==> src/rtl/conv_pkg.sv <==
// Shared constants and width helpers for the crossbar conv pipeline.
// Holds the default ADC/activation/tile geometry used by the crossbar stage,
// the address sequencer and the partial-sum accumulator.
package conv_pkg;

    // Default geometry shared across the conv block stages.
    localparam int CONV_ADC_P   = 8;
    localparam int CONV_IN_BITS = 8;
    localparam int CONV_N_TILES = 4;

    // Output holding register state: ACCUM = no result held, PENDING = result held.
    typedef enum logic {
        ACCUM   = 1'b0,
        PENDING = 1'b1
    } psum_state_t;

    // Ceiling log2; clog2(1) = 0.
    function automatic int clog2(input int value);
        int r;
        r = 0;
        while ((1 << r) < value) begin
            r = r + 1;
        end
        return r;
    endfunction

    // Index width for a counter over 'count' values, never narrower than one bit.
    function automatic int idx_width(input int count);
        return (clog2(count) < 1) ? 1 : clog2(count);
    endfunction

    // Minimum accumulator width that holds N_TILES*(2^ADC_P-1)*(2^IN_BITS-1).
    function automatic int acc_width(input int adc_p, input int in_bits, input int n_tiles);
        return adc_p + in_bits + clog2(n_tiles);
    endfunction

endpackage

==> src/rtl/psum_out_reg.sv <==
// One-entry valid/ready holding register for completed partial sums.
// Latency: a load is visible on out_valid/out_data the cycle after the loading edge.
// Backpressure: can_load drops while a result is held and out_ready is low; drain and load
// on the same edge keep out_valid high with the new data (no bubble).
// Ports: clk, rst (async active-low), load/load_data (new result), out_valid/out_ready/out_data
// (downstream handshake), can_load (upstream may produce a result this cycle).
module psum_out_reg
    import conv_pkg::*;
#(
    parameter int W = 18
) (
    input  logic         clk,
    input  logic         rst,
    input  logic         load,
    input  logic [W-1:0] load_data,
    input  logic         out_ready,
    output logic         out_valid,
    output logic [W-1:0] out_data,
    output logic         can_load
);

    psum_state_t state;
    psum_state_t state_nxt;

    always_ff @(posedge clk or negedge rst) begin
        if (!rst) begin
            state <= ACCUM;
        end else begin
            state <= state_nxt;
        end
    end

    always_comb begin
        state_nxt = state;
        case (state)
            ACCUM: begin
                if (load) begin
                    state_nxt = PENDING;
                end
            end
            PENDING: begin
                // A load here implies out_ready, so the old result drains as the new one lands.
                if (load) begin
                    state_nxt = PENDING;
                end else if (out_ready) begin
                    state_nxt = ACCUM;
                end
            end
            default: state_nxt = ACCUM;
        endcase
    end

    always_ff @(posedge clk or negedge rst) begin
        if (!rst) begin
            out_data <= '0;
        end else if (load) begin
            out_data <= load_data;
        end
    end

    assign out_valid = (state == PENDING);
    assign can_load  = !(out_valid && !out_ready);

endmodule

==> src/rtl/conv_psum_accum.sv <==
// Shift-accumulates bit-serial (LSB-first) crossbar ADC samples over IN_BITS planes and N_TILES tiles.
// Latency: out_valid rises on the edge accepting the final sample of a sum.
// Backpressure: in_ready = !(out_valid && !out_ready); accumulation stalls while a result is held.
// Ports: clk, rst (async active-low), clr (sync abort), in_valid/in_ready/in_data (ADC samples),
// out_valid/out_ready/out_data (completed sum), bit_idx/tile_idx (next expected plane/tile).
module conv_psum_accum
    import conv_pkg::*;
#(
    parameter int ADC_P   = CONV_ADC_P,
    parameter int IN_BITS = CONV_IN_BITS,
    parameter int N_TILES = CONV_N_TILES,
    parameter int ACC_W   = acc_width(CONV_ADC_P, CONV_IN_BITS, CONV_N_TILES),
    localparam int BW     = idx_width(IN_BITS),
    localparam int TW     = idx_width(N_TILES)
) (
    input  logic             clk,
    input  logic             rst,
    input  logic             clr,
    input  logic             in_valid,
    output logic             in_ready,
    input  logic [ADC_P-1:0] in_data,
    output logic             out_valid,
    input  logic             out_ready,
    output logic [ACC_W-1:0] out_data,
    output logic [BW-1:0]    bit_idx,
    output logic [TW-1:0]    tile_idx
);

    localparam logic [BW-1:0] BIT_LAST  = BW'(IN_BITS - 1);
    localparam logic [TW-1:0] TILE_LAST = TW'(N_TILES - 1);

    logic [ACC_W-1:0] acc;
    logic [ACC_W-1:0] addend;
    logic [ACC_W-1:0] sum;
    logic [BW-1:0]    bit_cnt;
    logic [TW-1:0]    tile_cnt;
    logic             bit_last;
    logic             tile_last;
    logic             accept;
    logic             final_load;

    // With IN_BITS=1 or N_TILES=1 the counter stays at 0 and equals its LAST constant.
    assign bit_last  = (bit_cnt == BIT_LAST);
    assign tile_last = (tile_cnt == TILE_LAST);

    assign accept     = in_valid && in_ready && !clr;
    assign final_load = accept && bit_last && tile_last;

    // Each bit-plane sample carries weight 2^bit_cnt.
    assign addend = {{(ACC_W - ADC_P){1'b0}}, in_data} << bit_cnt;
    assign sum    = acc + addend;

    always_ff @(posedge clk or negedge rst) begin
        if (!rst) begin
            acc      <= '0;
            bit_cnt  <= '0;
            tile_cnt <= '0;
        end else if (clr) begin
            acc      <= '0;
            bit_cnt  <= '0;
            tile_cnt <= '0;
        end else if (accept) begin
            // The finished sum leaves through the output register; restart from zero.
            acc <= final_load ? '0 : sum;
            if (bit_last) begin
                bit_cnt  <= '0;
                tile_cnt <= tile_last ? '0 : tile_cnt + TW'(1);
            end else begin
                bit_cnt <= bit_cnt + BW'(1);
            end
        end
    end

    psum_out_reg #(
        .W(ACC_W)
    ) u_out_reg (
        .clk       (clk),
        .rst       (rst),
        .load      (final_load),
        .load_data (sum),
        .out_ready (out_ready),
        .out_valid (out_valid),
        .out_data  (out_data),
        .can_load  (in_ready)
    );

    assign bit_idx  = bit_cnt;
    assign tile_idx = tile_cnt;

endmodule

==> config.mk <==
export PLATFORM = sky130hd
export DESIGN_NAME = conv_psum_accum
export DESIGN_NICKNAME = d
export VERILOG_FILES = /design/src/rtl/conv_pkg.sv /design/src/rtl/psum_out_reg.sv /design/src/rtl/conv_psum_accum.sv
export SDC_FILE = /design/constraint.sdc
export NUM_CORES = 1
export LEC_CHECK = 0
export BUFFER_PORTS_ARGS = -buffer_cell sky130_fd_sc_hd__buf_2
export CAP_MARGIN = 20
export CORE_MARGIN = 2
export CORE_UTILIZATION = 40
export CTS_CLUSTER_DIAMETER = 50
export DETAILED_ROUTE_END_ITERATION = 10
export PLACE_DENSITY = 0.64
export SLEW_MARGIN = 10
export SYNTH_ARGS = -nofsm -noshare
export SYNTH_HDL_FRONTEND = slang
export SYNTH_HIERARCHICAL = 1
export SYNTH_SLANG_ARGS = --single-unit
==> constraint.sdc <==
create_clock -name clk -period 4.1 [get_ports clk]
set_input_delay 0.615 -clock clk [delete_from_list [all_inputs] [get_ports clk]]
set_output_delay 0.615 -clock clk [all_outputs]
set_load 0.005 [all_outputs]
==> run metrics, run 1 <==
Synth Net Count 315; final period demand of the worst path 3.60 ns; max_cap viols 0; Most used DFF post-synth sky130_fd_sc_hd__dfrtp_1; initial antenna violation count 0; placed inst area 3070 µm²; Die Y 87.9 µm; static leakage 1.59 nW; cts bufs inserted 5; setup TNS 0 ns; distinct cell type count after synthesis 48; die span in x 87.9 µm; buffer count from post-CTS setup fixing 0; part of the total power dissipated in combinational logic 25.5%; post-route standard cell area excluding fillers 3150 µm²; pin count of the biggest net entering global routing 43; Crit Path Class flip-flop to flip-flop; highest clock frequency the design can meet 0.278 GHz; number of clock sinks 42; mean instance size in the synthesized netlist 9.95 µm²; largest area contributor in the netlist sky130_fd_sc_hd__dfrtp_1; FF/Latch Area 1050 µm²; max-slew violation count 0; Starting DRT DRC Count 65; clk_lat worst skew 0.29 ns; number of input and output port buffers inserted 37; Post-Route WL 6030 µm; Max-slew headroom 33.1%; status completed; proportion of power drawn by flip-flops and latches 47.1%; via count normalized by instance count 5.38; sw frac 30.6%; via total after detailed routing 2215; worst setup skew after layout 0.00478 ns; Routed wire per std cell 14.6 µm; nets@finish 349; Filler cells 646; critical path arrival 3.78 ns; worst hold path class input pin to asynchronous set/reset pin; via count of the first global-routing pass 2047; first drt pass iteration count 4; internal power 0.000662 W; GRT Total Usage 16.5%; top post-synthesis cells by area sky130_fd_sc_hd__dfrtp_1, sky130_fd_sc_hd__ha_1, sky130_fd_sc_hd__mux2_2, sky130_fd_sc_hd__mux2_4, sky130_fd_sc_hd__a22o_1; Syn-to-layout area delta 11.8%; Crit path required time 4.28 ns; sum of overflow across all layers after global routing 0; global-route wire length before repair 9940 µm; number of buffers between clock root and the deepest sink 2; multi-input combinational cell area 1670 µm²; Net Switching 0.000292 W; Power Dens Cells 303 nW/µm²; critical path capture point type flip-flop; Startpoint Class flip-flop; area share of the leading cell type in the synthesized netlist 37.3%; YS warnings 6; remaining number of nets flagged by the antenna check after routing 0; post-route worst hold slack 0.472 ns; Total Die Area 7720 µm²; Pwr Total 0.000954 W; clock tree root buffer cell sky130_fd_sc_hd__clkbuf_8; Fin. Hold Viols 0; period utilisation layout 87.8%; number of antenna diodes 0; placer congestion estimate 0.874; proportion of layout cells with a drive suffix above 1 24.4%; Yosys reg bits 42; critical path peak fanout 16; site row count 30; Post-DP HPWL 4390 µm; clock share of power 27.4%; Post-synth EDFFs 0; TritonCTS clock tree yes; clk slew on worst S/H paths 0.07 ns; number of gates resized after CTS 0; I/O pin count 38; starting utilization of the core area 41.4%; ys async rst share 100%; Std-Cell Core Area 6790 µm²; Setup Viol. Count Final 0; slew of the pin with the lowest slew margin 1.00 ns; depth of the CTS H-tree 2; setup repair after global routing missed its margin no; area of the mapped netlist 2820 µm²; DRC viols 0; Max VDD drop 133 µV; Post-Syn Instances 283; Worst R2R Setup Slack 0.50 ns; sequential cell area fraction in the yosys report 37.3%; Post-CTS Hold Buffers 0
[area by class of cell]
cell class / count / area share, %
well taps: 96 / 3.82
repair buffers: 40 / 6.60
inverters: 5 / 0.596
flip-flops and latches: 42 / 33.4
clock buffers: 6 / 2.62
multi-input cells: 223 / 53.0
[layout by cell type, fill, tap and decap left out, types with 9 or more instances in the layout]
cell	synthesis	final
sky130_fd_sc_hd__ha_1	18	18
sky130_fd_sc_hd__o21ai_0	17	17
sky130_fd_sc_hd__mux2_2	14	14
sky130_fd_sc_hd__a22o_1	14	14
sky130_fd_sc_hd__nand2_1	21	21
sky130_fd_sc_hd__a21oi_1	14	13
sky130_fd_sc_hd__nor2_1	29	29
sky130_fd_sc_hd__mux2_4	9	9
sky130_fd_sc_hd__buf_2	2	37
sky130_fd_sc_hd__mux2i_1	10	10
sky130_fd_sc_hd__dfrtp_1	42	42
[synth_stat cells (all sizes together), types with 2 or more instances]
library cell,instances
a211oi,5
or3,3
nand4,3
nor2,29
dfrtp,42
nor3,6
o21a,5
nand2,21
and3,2
nor3b,2
buf,5
nand2b,4
o211ai,2
a21o,5
o21bai,2
a22o,14
mux2i,10
nand3,5
xnor2,8
a21oi,14
and2,3
inv,5
mux2,23
xor2,5
o21ai,17
o22ai,5
ha,18
clkbuf,8
[sequential cells by signal (all words and copies together) (netlist names)]
signal / cells
u_out_reg/out_valid: 1
acc: 18
tile_idx: 2
bit_idx: 3
u_out_reg/out_data: 18
[path summary, 6_finish.rpt]
path	start	end	cells after the start
setup / recovery	bit_idx[1]$_DFFE_PN0P_	u_out_reg/out_data[17]$_DFFE_PN0P_	11
hold / removal	rst	u_out_reg/out_data[8]$_DFFE_PN0P_	1
setup reg to reg	bit_idx[1]$_DFFE_PN0P_	u_out_reg/out_data[17]$_DFFE_PN0P_	11
hold reg to reg	u_out_reg/out_data[1]$_DFFE_PN0P_	u_out_reg/out_data[1]$_DFFE_PN0P_	1
max in group asynchronous	rst	u_out_reg/out_data[1]$_DFFE_PN0P_	1
min in group clk	u_out_reg/out_data[1]$_DFFE_PN0P_	u_out_reg/out_data[1]$_DFFE_PN0P_	1
[worst max-delay path, stage by stage (launching register included)]
cell	delay, ns
sky130_fd_sc_hd__dfrtp_1	0.70
sky130_fd_sc_hd__mux2_2	0.41
sky130_fd_sc_hd__o21ai_0	0.22
sky130_fd_sc_hd__nor2_1	0.08
sky130_fd_sc_hd__ha_1	0.40
sky130_fd_sc_hd__a21o_1	0.25
sky130_fd_sc_hd__o21a_1	0.18
sky130_fd_sc_hd__or3_1	0.30
sky130_fd_sc_hd__o31a_1	0.30
sky130_fd_sc_hd__o211a_1	0.26
sky130_fd_sc_hd__xor2_1	0.14
sky130_fd_sc_hd__mux2_2	0.26
[cell families (layout without fill, tap and decap cells)]
| logic type | count (synthesis) | after routing | synth area share [%] |
|---|---|---|---|
| multiplexers | 33 | 33 | 14.0 |
| AND/OR/NAND/NOR | 82 | 82 | 13.5 |
| flip-flops | 42 | 42 | 37.3 |
| AO/OA/AOI/OAI | 76 | 76 | 18.8 |
| adder cells (fa/ha/maj) | 19 | 19 | 8.71 |
| buffers and inverters | 18 | 51 | 3.73 |
| XOR/XNOR | 13 | 13 | 4.04 |
[layer usage]
metal	wire length (µm)	GRT usage [%]
met5	0	0
met4	63	4.90
met3	320	3.30
met2	2630	24.7
met1	3010	24.1
[power by group through the flow]
stage               logic (W)  registers [W]  clock network (W)
finish               0.000243       0.000450           0.000261
detailed placement   0.000243       0.000458                  0
floorplan            0.000190       0.000448                  0
global placement     0.000241       0.000457                  0
CTS                  0.000244       0.000449           0.000279
global route         0.000276       0.000452           0.000298
[through the flow]
step	instances	setup WS, ns	util, %
2_1_floorplan	283	0.808	-
3_3_place_gp	406	0.619	45.1
3_5_place_dp	406	0.522	45.1
4_1_cts	412	0.518	46.3
5_1_grt	412	0.259	46.3
6_report	412	0.501	46.3
(Power assumes the default switching activity.)
==> inputs of run 2 (changes only) <==
--- a/config.mk
+++ b/config.mk
@@ -5,13 +5,13 @@
 export SDC_FILE = /design/constraint.sdc
 export NUM_CORES = 1
 export LEC_CHECK = 0
-export BUFFER_PORTS_ARGS = -buffer_cell sky130_fd_sc_hd__buf_2
 export CAP_MARGIN = 20
 export CORE_MARGIN = 2
 export CORE_UTILIZATION = 40
 export CTS_CLUSTER_DIAMETER = 50
 export DETAILED_ROUTE_END_ITERATION = 10
-export PLACE_DENSITY = 0.64
+export DONT_BUFFER_PORTS = 1
+export PLACE_DENSITY = 0.59
 export SLEW_MARGIN = 10
 export SYNTH_ARGS = -nofsm -noshare
 export SYNTH_HDL_FRONTEND = slang
==> constraint.sdc (replaced) <==
create_clock -name clk -period 3.6 [get_ports clk]
set_input_delay 0.54 -clock clk [delete_from_list [all_inputs] [get_ports clk]]
set_output_delay 0.54 -clock clk [all_outputs]
set_load 0.005 [all_outputs]
==> run 2 against run 1 <==
Die area unchanged. Final cell count down 7.0%. Global-route usage up 0.41 points. Clock-buffer cell count up 1. Non-clock buffer count is 30 lower. Clock power rose by 8.4%. Cell area down 3.9%. Largest power group unchanged. Register-to-register slack got worse by 0.26 ns. Wire length down 0.22%. Clock skew grew 0.0073 ns.
==> run metrics, run 2 (synthesis gave the netlist of run 1 again) <==
status completed; clk slew on worst S/H paths 0.08 ns; number of gates resized after CTS 0; via count normalized by instance count 5.50; clock tree root buffer cell sky130_fd_sc_hd__clkbuf_8; most common cell after layout, fill and taps aside sky130_fd_sc_hd__dfrtp_1; Starting DRT DRC Count 65; proportion of layout cells with a drive suffix above 1 15.7%; max_cap viols 0; Cells after DPL 375; highest clock frequency the design can meet 0.298 GHz; clk_lat worst skew 0.29 ns; setup repair after global routing missed its margin no; post-route standard cell area excluding fillers 3030 µm²; GRT Total Usage 16.9%; cts bufs inserted 5; Net Switching 0.000331 W; max-slew violation count 0; critical path peak fanout 8; Worst R2R Setup Slack 0.25 ns; setup TNS 0 ns; Startpoint Class flip-flop; slew of the pin with the lowest slew margin 0.629 ns; part of the total power dissipated in combinational logic 26.2%; site row count 30; number of clock sinks 42; starting utilization of the core area 41.4%; Max VDD drop 136 µV; Setup Viol. Count Final 0; Fin. Hold Viols 0; static leakage 1.45 nW; Crit Path Class flip-flop to flip-flop; Post-Route WL 6010 µm; final period demand of the worst path 3.35 ns; first drt pass iteration count 4; remaining number of nets flagged by the antenna check after routing 0; number of buffers between clock root and the deepest sink 2; Power Dens Cells 354 nW/µm²; I/O pin count 38; initial antenna violation count 0; critical path capture point type flip-flop; nets@finish 319; proportion of power drawn by flip-flops and latches 47.4%; Syn-to-layout area delta 7.47%; Die Y 87.9 µm; pin count of the biggest net entering global routing 43; Routed wire per std cell 15.7 µm; period utilisation layout 93.2%; worst hold path class input pin to asynchronous set/reset pin; final std cells w/o fill 383; Post-DP HPWL 4550 µm; depth of the CTS H-tree 2; critical path arrival 3.54 ns; worst-case reg-to-reg path depth 11; Filler cells 641; Max-slew headroom 58.0%; Pwr Total 0.00107 W; number of antenna diodes 0; placer congestion estimate 0.921; sum of overflow across all layers after global routing 0; clock share of power 26.4%; capture point of the worst reg-to-reg path u_out_reg/out_data[17]$_DFFE_PN0P_; placed inst area 2920 µm²; internal power 0.000742 W; DRC viols 0; Crit Reg-Reg Startpoint bit_idx[1]$_DFFE_PN0P_; via count of the first global-routing pass 2134; via total after detailed routing 2105; utilization after layout 44.5%; Crit path required time 3.79 ns; worst setup skew after layout 0.0121 ns; die span in x 87.9 µm; Std-Cell Core Area 6790 µm²; number of input and output port buffers inserted 0; global-route wire length before repair 10300 µm; commonest cells after routing, fill and taps aside sky130_fd_sc_hd__dfrtp_1, sky130_fd_sc_hd__nor2_1, sky130_fd_sc_hd__nand2_1; TritonCTS clock tree yes; Total Die Area 7720 µm²; sw frac 30.8%
run 2: critical path, cell delays in order, from the launching register on:
cell and delay, ns:
sky130_fd_sc_hd__dfrtp_1 0.57, sky130_fd_sc_hd__mux2_2 0.39, sky130_fd_sc_hd__o21ai_0 0.26, sky130_fd_sc_hd__nor2_1 0.08, sky130_fd_sc_hd__ha_1 0.31, sky130_fd_sc_hd__a21o_1 0.21
sky130_fd_sc_hd__o21a_1 0.18, sky130_fd_sc_hd__or3_1 0.30, sky130_fd_sc_hd__o31a_1 0.30, sky130_fd_sc_hd__o211a_1 0.25, sky130_fd_sc_hd__xor2_1 0.14, sky130_fd_sc_hd__mux2_2 0.26
run 2: cell type report:
type | count | area (µm²) | share of cell area, %
inverters | 5 | 18.8 | 0.620
flip-flops and latches | 42 | 1050 | 34.7
multi-input cells | 223 | 1660 | 55.0
clock buffers | 7 | 76.3 | 2.52
well taps | 96 | 120 | 3.97
repair buffers | 10 | 95.1 | 3.14
run 2: how the worst max path moves through the flow:
stage / from / end / slack (ns) / depth (start not counted)
floorplan: bit_idx[1]$_DFFE_PN0P_ / u_out_reg/out_data[17]$_DFFE_PN0P_ / 0.31 / 13
global placement: bit_idx[1]$_DFFE_PN0P_ / u_out_reg/out_data[17]$_DFFE_PN0P_ / 0.33 / 11
detailed placement: bit_idx[1]$_DFFE_PN0P_ / u_out_reg/out_data[17]$_DFFE_PN0P_ / 0.25 / 11
CTS: bit_idx[1]$_DFFE_PN0P_ / u_out_reg/out_data[17]$_DFFE_PN0P_ / 0.24 / 11
global route: bit_idx[1]$_DFFE_PN0P_ / u_out_reg/out_data[16]$_DFFE_PN0P_ / 0.02 / 11
finish: bit_idx[1]$_DFFE_PN0P_ / u_out_reg/out_data[17]$_DFFE_PN0P_ / 0.25 / 11
run 2: what timing repair did:
item	in CTS	in global routing
hold endpoints to repair	42	0
hold buffers	1	0
buffers inserted	0	0
run 2: power by group through the flow:
stage	Clock (W)	Combinational, W	Sequential [W]
6_report	0.000283	0.000281	0.000509
5_1_grt	0.000323	0.000317	0.000511
3_3_place_gp	0	0.000263	0.000518
3_5_place_dp	0	0.000266	0.000518
4_1_cts	0.000300	0.000280	0.000509
2_1_floorplan	0	0.000217	0.000511
run 2: layer usage:
metal / vias to the layer above / share of wire [%] / track usage, %
met5: - / 0 / 0
met4: 0 / 0.75 / 4.20
met3: 5 / 4.7 / 4.52
met2: 34 / 45 / 26.2
met1: 1020 / 50 / 23.6
li1: 1046 / - / -
run 2: stage by stage:
stage | setup WS [ns] | hold slack (ns)
final | 0.245 | 0.0782
after global placement | 0.334 | 0.246
after detailed placement | 0.250 | 0.246
after floorplan | 0.308 | 0.244
after CTS | 0.242 | 0.0869
after global routing | 0.0225 | 0.0703
==> inputs of run 3 (changes only) <==
--- a/config.mk
+++ b/config.mk
@@ -11,9 +11,11 @@
 export CTS_CLUSTER_DIAMETER = 50
 export DETAILED_ROUTE_END_ITERATION = 10
 export DONT_BUFFER_PORTS = 1
-export PLACE_DENSITY = 0.59
+export MAX_ROUTING_LAYER = met4
+export PLACE_DENSITY = 0.61
 export SLEW_MARGIN = 10
 export SYNTH_ARGS = -nofsm -noshare
 export SYNTH_HDL_FRONTEND = slang
 export SYNTH_HIERARCHICAL = 1
 export SYNTH_SLANG_ARGS = --single-unit
+export TNS_END_PERCENT = 10
==> constraint.sdc (replaced) <==
create_clock -name clk -period 3 [get_ports clk]
set_input_delay 0.45 -clock clk [delete_from_list [all_inputs] [get_ports clk]]
set_output_delay 0.45 -clock clk [all_outputs]
set_load 0.005 [all_outputs]
==> run 3 against run 2 <==
The run now ends with negative setup slack left. Critical path depth increased by 2. Clock skew down 0.0091 ns. Via count grew 9.2%. Sequential share of layout area fell by 4.0 points. Clock-buffer cell count did not move. Worst setup slack lost 0.28 ns. Global-route usage grew 2.5 points.
==> run metrics, run 3 (synthesis gave the netlist of run 1 again) <==
failing checks negative setup slack; Syn-to-layout area delta 21.7%; setup repair after global routing missed its margin yes; post-route standard cell area excluding fillers 3430 µm²; cts bufs inserted 5; commonest cells after routing, fill and taps aside sky130_fd_sc_hd__buf_4, sky130_fd_sc_hd__dfrtp_1, sky130_fd_sc_hd__nor2_1; Net Switching 0.000436 W; Die Y 87.9 µm; number of clock sinks 42; global-route wire length before repair 11300 µm; clk_lat worst skew 0.29 ns; critical path peak fanout 8; Total Die Area 7720 µm²; Starting DRT DRC Count 81; clk slew on worst S/H paths 0.08 ns; most common cell after layout, fill and taps aside sky130_fd_sc_hd__buf_4; GRT Total Usage 19.4%; met3 Track Usage GR 4.24%; sum of overflow across all layers after global routing 0; Fin. Hold Viols 0; sw frac 31.2%; placed inst area 3180 µm²; final period demand of the worst path 3.04 ns; Crit Path Class flip-flop to flip-flop; max_cap viols 0; I/O pin count 38; Power Dens Cells 409 nW/µm²; initial antenna violation count 0; site row count 30; first drt pass iteration count 4; part of the total power dissipated in combinational logic 31.1%; status finished, violations left; proportion of layout cells with a drive suffix above 1 30.5%; post-placement setup slack -0.0987 ns; clock tree root buffer cell sky130_fd_sc_hd__clkbuf_8; remaining number of nets flagged by the antenna check after routing 0; setup TNS -0.0675 ns; Crit path required time 3.18 ns; clock share of power 25.3%; slew of the pin with the lowest slew margin 0.361 ns; layer carrying the most global-route usage met2; GR Util met2 29.3%; placer congestion estimate 0.918; via count normalized by instance count 5.46; proportion of power drawn by flip-flops and latches 43.6%; period utilisation layout 101%; number of input and output port buffers inserted 0; static leakage 1.66 nW; internal power 0.000964 W; worst setup skew after layout 0.00301 ns; Max VDD drop 183 µV; Max-slew headroom 75.7%; Filler cells 615; die span in x 87.9 µm; Post-Route WL 6860 µm; nets@finish 357; pin count of the biggest net entering global routing 43; number of antenna diodes 0; critical path arrival 3.22 ns; depth of the CTS H-tree 2; global-route track usage on met1 26.1%; Post-DP HPWL 4890 µm; max-slew violation count 0; highest clock frequency the design can meet 0.329 GHz; TritonCTS clock tree yes; post-route worst hold slack 0.206 ns; worst hold path class input pin to flip-flop; Startpoint Class flip-flop; critical path capture point type flip-flop; starting utilization of the core area 41.4%; Setup Viol. Count Final 2; Routed wire per std cell 16.3 µm; Std-Cell Core Area 6790 µm²; via total after detailed routing 2298; setup ws final -0.0385 ns; DRC viols 0; number of buffers between clock root and the deepest sink 2; via count of the first global-routing pass 2324
## run 3: changes by cell type in the layout (fill, tap and decap cells not counted), sizes merged
cell,change
buf,+37
dlygate4sd3,+1
## run 3: through the flow
stage / total power [W] / utilization [%] / cells
floorplan: 0.000875 / - / 283
global placement: 0.00100 / 46.9 / 410
detailed placement: 0.00101 / 46.9 / 410
CTS: 0.00140 / 49.0 / 420
global route: 0.00149 / 50.4 / 421
finish: 0.00140 / 50.4 / 421
## run 3: power by group through the flow
stage / registers (W) / clock network, W / logic, W
2_1_floorplan: 0.000613 / 0 / 0.000262
3_3_place_gp: 0.000620 / 0 / 0.000385
3_5_place_dp: 0.000620 / 0 / 0.000389
4_1_cts: 0.000609 / 0.000374 / 0.000414
5_1_grt: 0.000614 / 0.000395 / 0.000486
6_report: 0.000610 / 0.000354 / 0.000436
## run 3: per-layer routing
metal	vias to the layer above	share of wire [%]
met1	1107	46
met2	57	46
met4	0	1.7
li1	1124	-
met5	-	0
met3	10	6.1
## run 3: layout make-up
cell class | instances | area [µm²] | area share, %
multi-input cells | 223 | 1770 | 51.6
flip-flops and latches | 42 | 1050 | 30.8
repair buffers | 48 | 390 | 11.4
well taps | 96 | 120 | 3.51
clock buffers | 7 | 76.3 | 2.23
inverters | 5 | 18.8 | 0.548
## run 3: worst paths after layout
| path | startpoint | end | slack, ns | cells after the start |
|---|---|---|---|---|
| worst max-delay path | bit_idx[1]$_DFFE_PN0P_ | u_out_reg/out_data[15]$_DFFE_PN0P_ | -0.04 | 13 |
| worst min-delay path | clr | bit_idx[1]$_DFFE_PN0P_ | 0.21 | 1 |
| worst max register to register | bit_idx[1]$_DFFE_PN0P_ | u_out_reg/out_data[15]$_DFFE_PN0P_ | -0.04 | 13 |
| worst min register to register | acc[0]$_DFFE_PN0P_ | acc[0]$_DFFE_PN0P_ | 0.52 | 1 |
| max in group asynchronous | rst | bit_idx[0]$_DFFE_PN0P_ | 2.13 | 2 |
| min in group asynchronous | rst | u_out_reg/out_data[8]$_DFFE_PN0P_ | 0.65 | 2 |
## run 3: critical path, stage by stage (launching register included)
cell and delay (ns):
sky130_fd_sc_hd__dfrtp_2 0.46, sky130_fd_sc_hd__buf_8 0.16, sky130_fd_sc_hd__mux2i_4 0.18, sky130_fd_sc_hd__mux2_2 0.28, sky130_fd_sc_hd__mux2i_2 0.21, sky130_fd_sc_hd__ha_1 0.22
sky130_fd_sc_hd__nand3_1 0.10, sky130_fd_sc_hd__or3_1 0.36, sky130_fd_sc_hd__nor2_2 0.17, sky130_fd_sc_hd__o31a_1 0.24, sky130_fd_sc_hd__buf_4 0.14, sky130_fd_sc_hd__o21a_1 0.10
sky130_fd_sc_hd__nor2_1 0.04, sky130_fd_sc_hd__mux2_2 0.27
## run 3: what timing repair did
item,in CTS,in global routing
buffers inserted,1,1
pin swaps,2,5
hold buffers,2,0
resized for setup,7,24
setup endpoints to repair,4,15
hold endpoints to repair,42,0
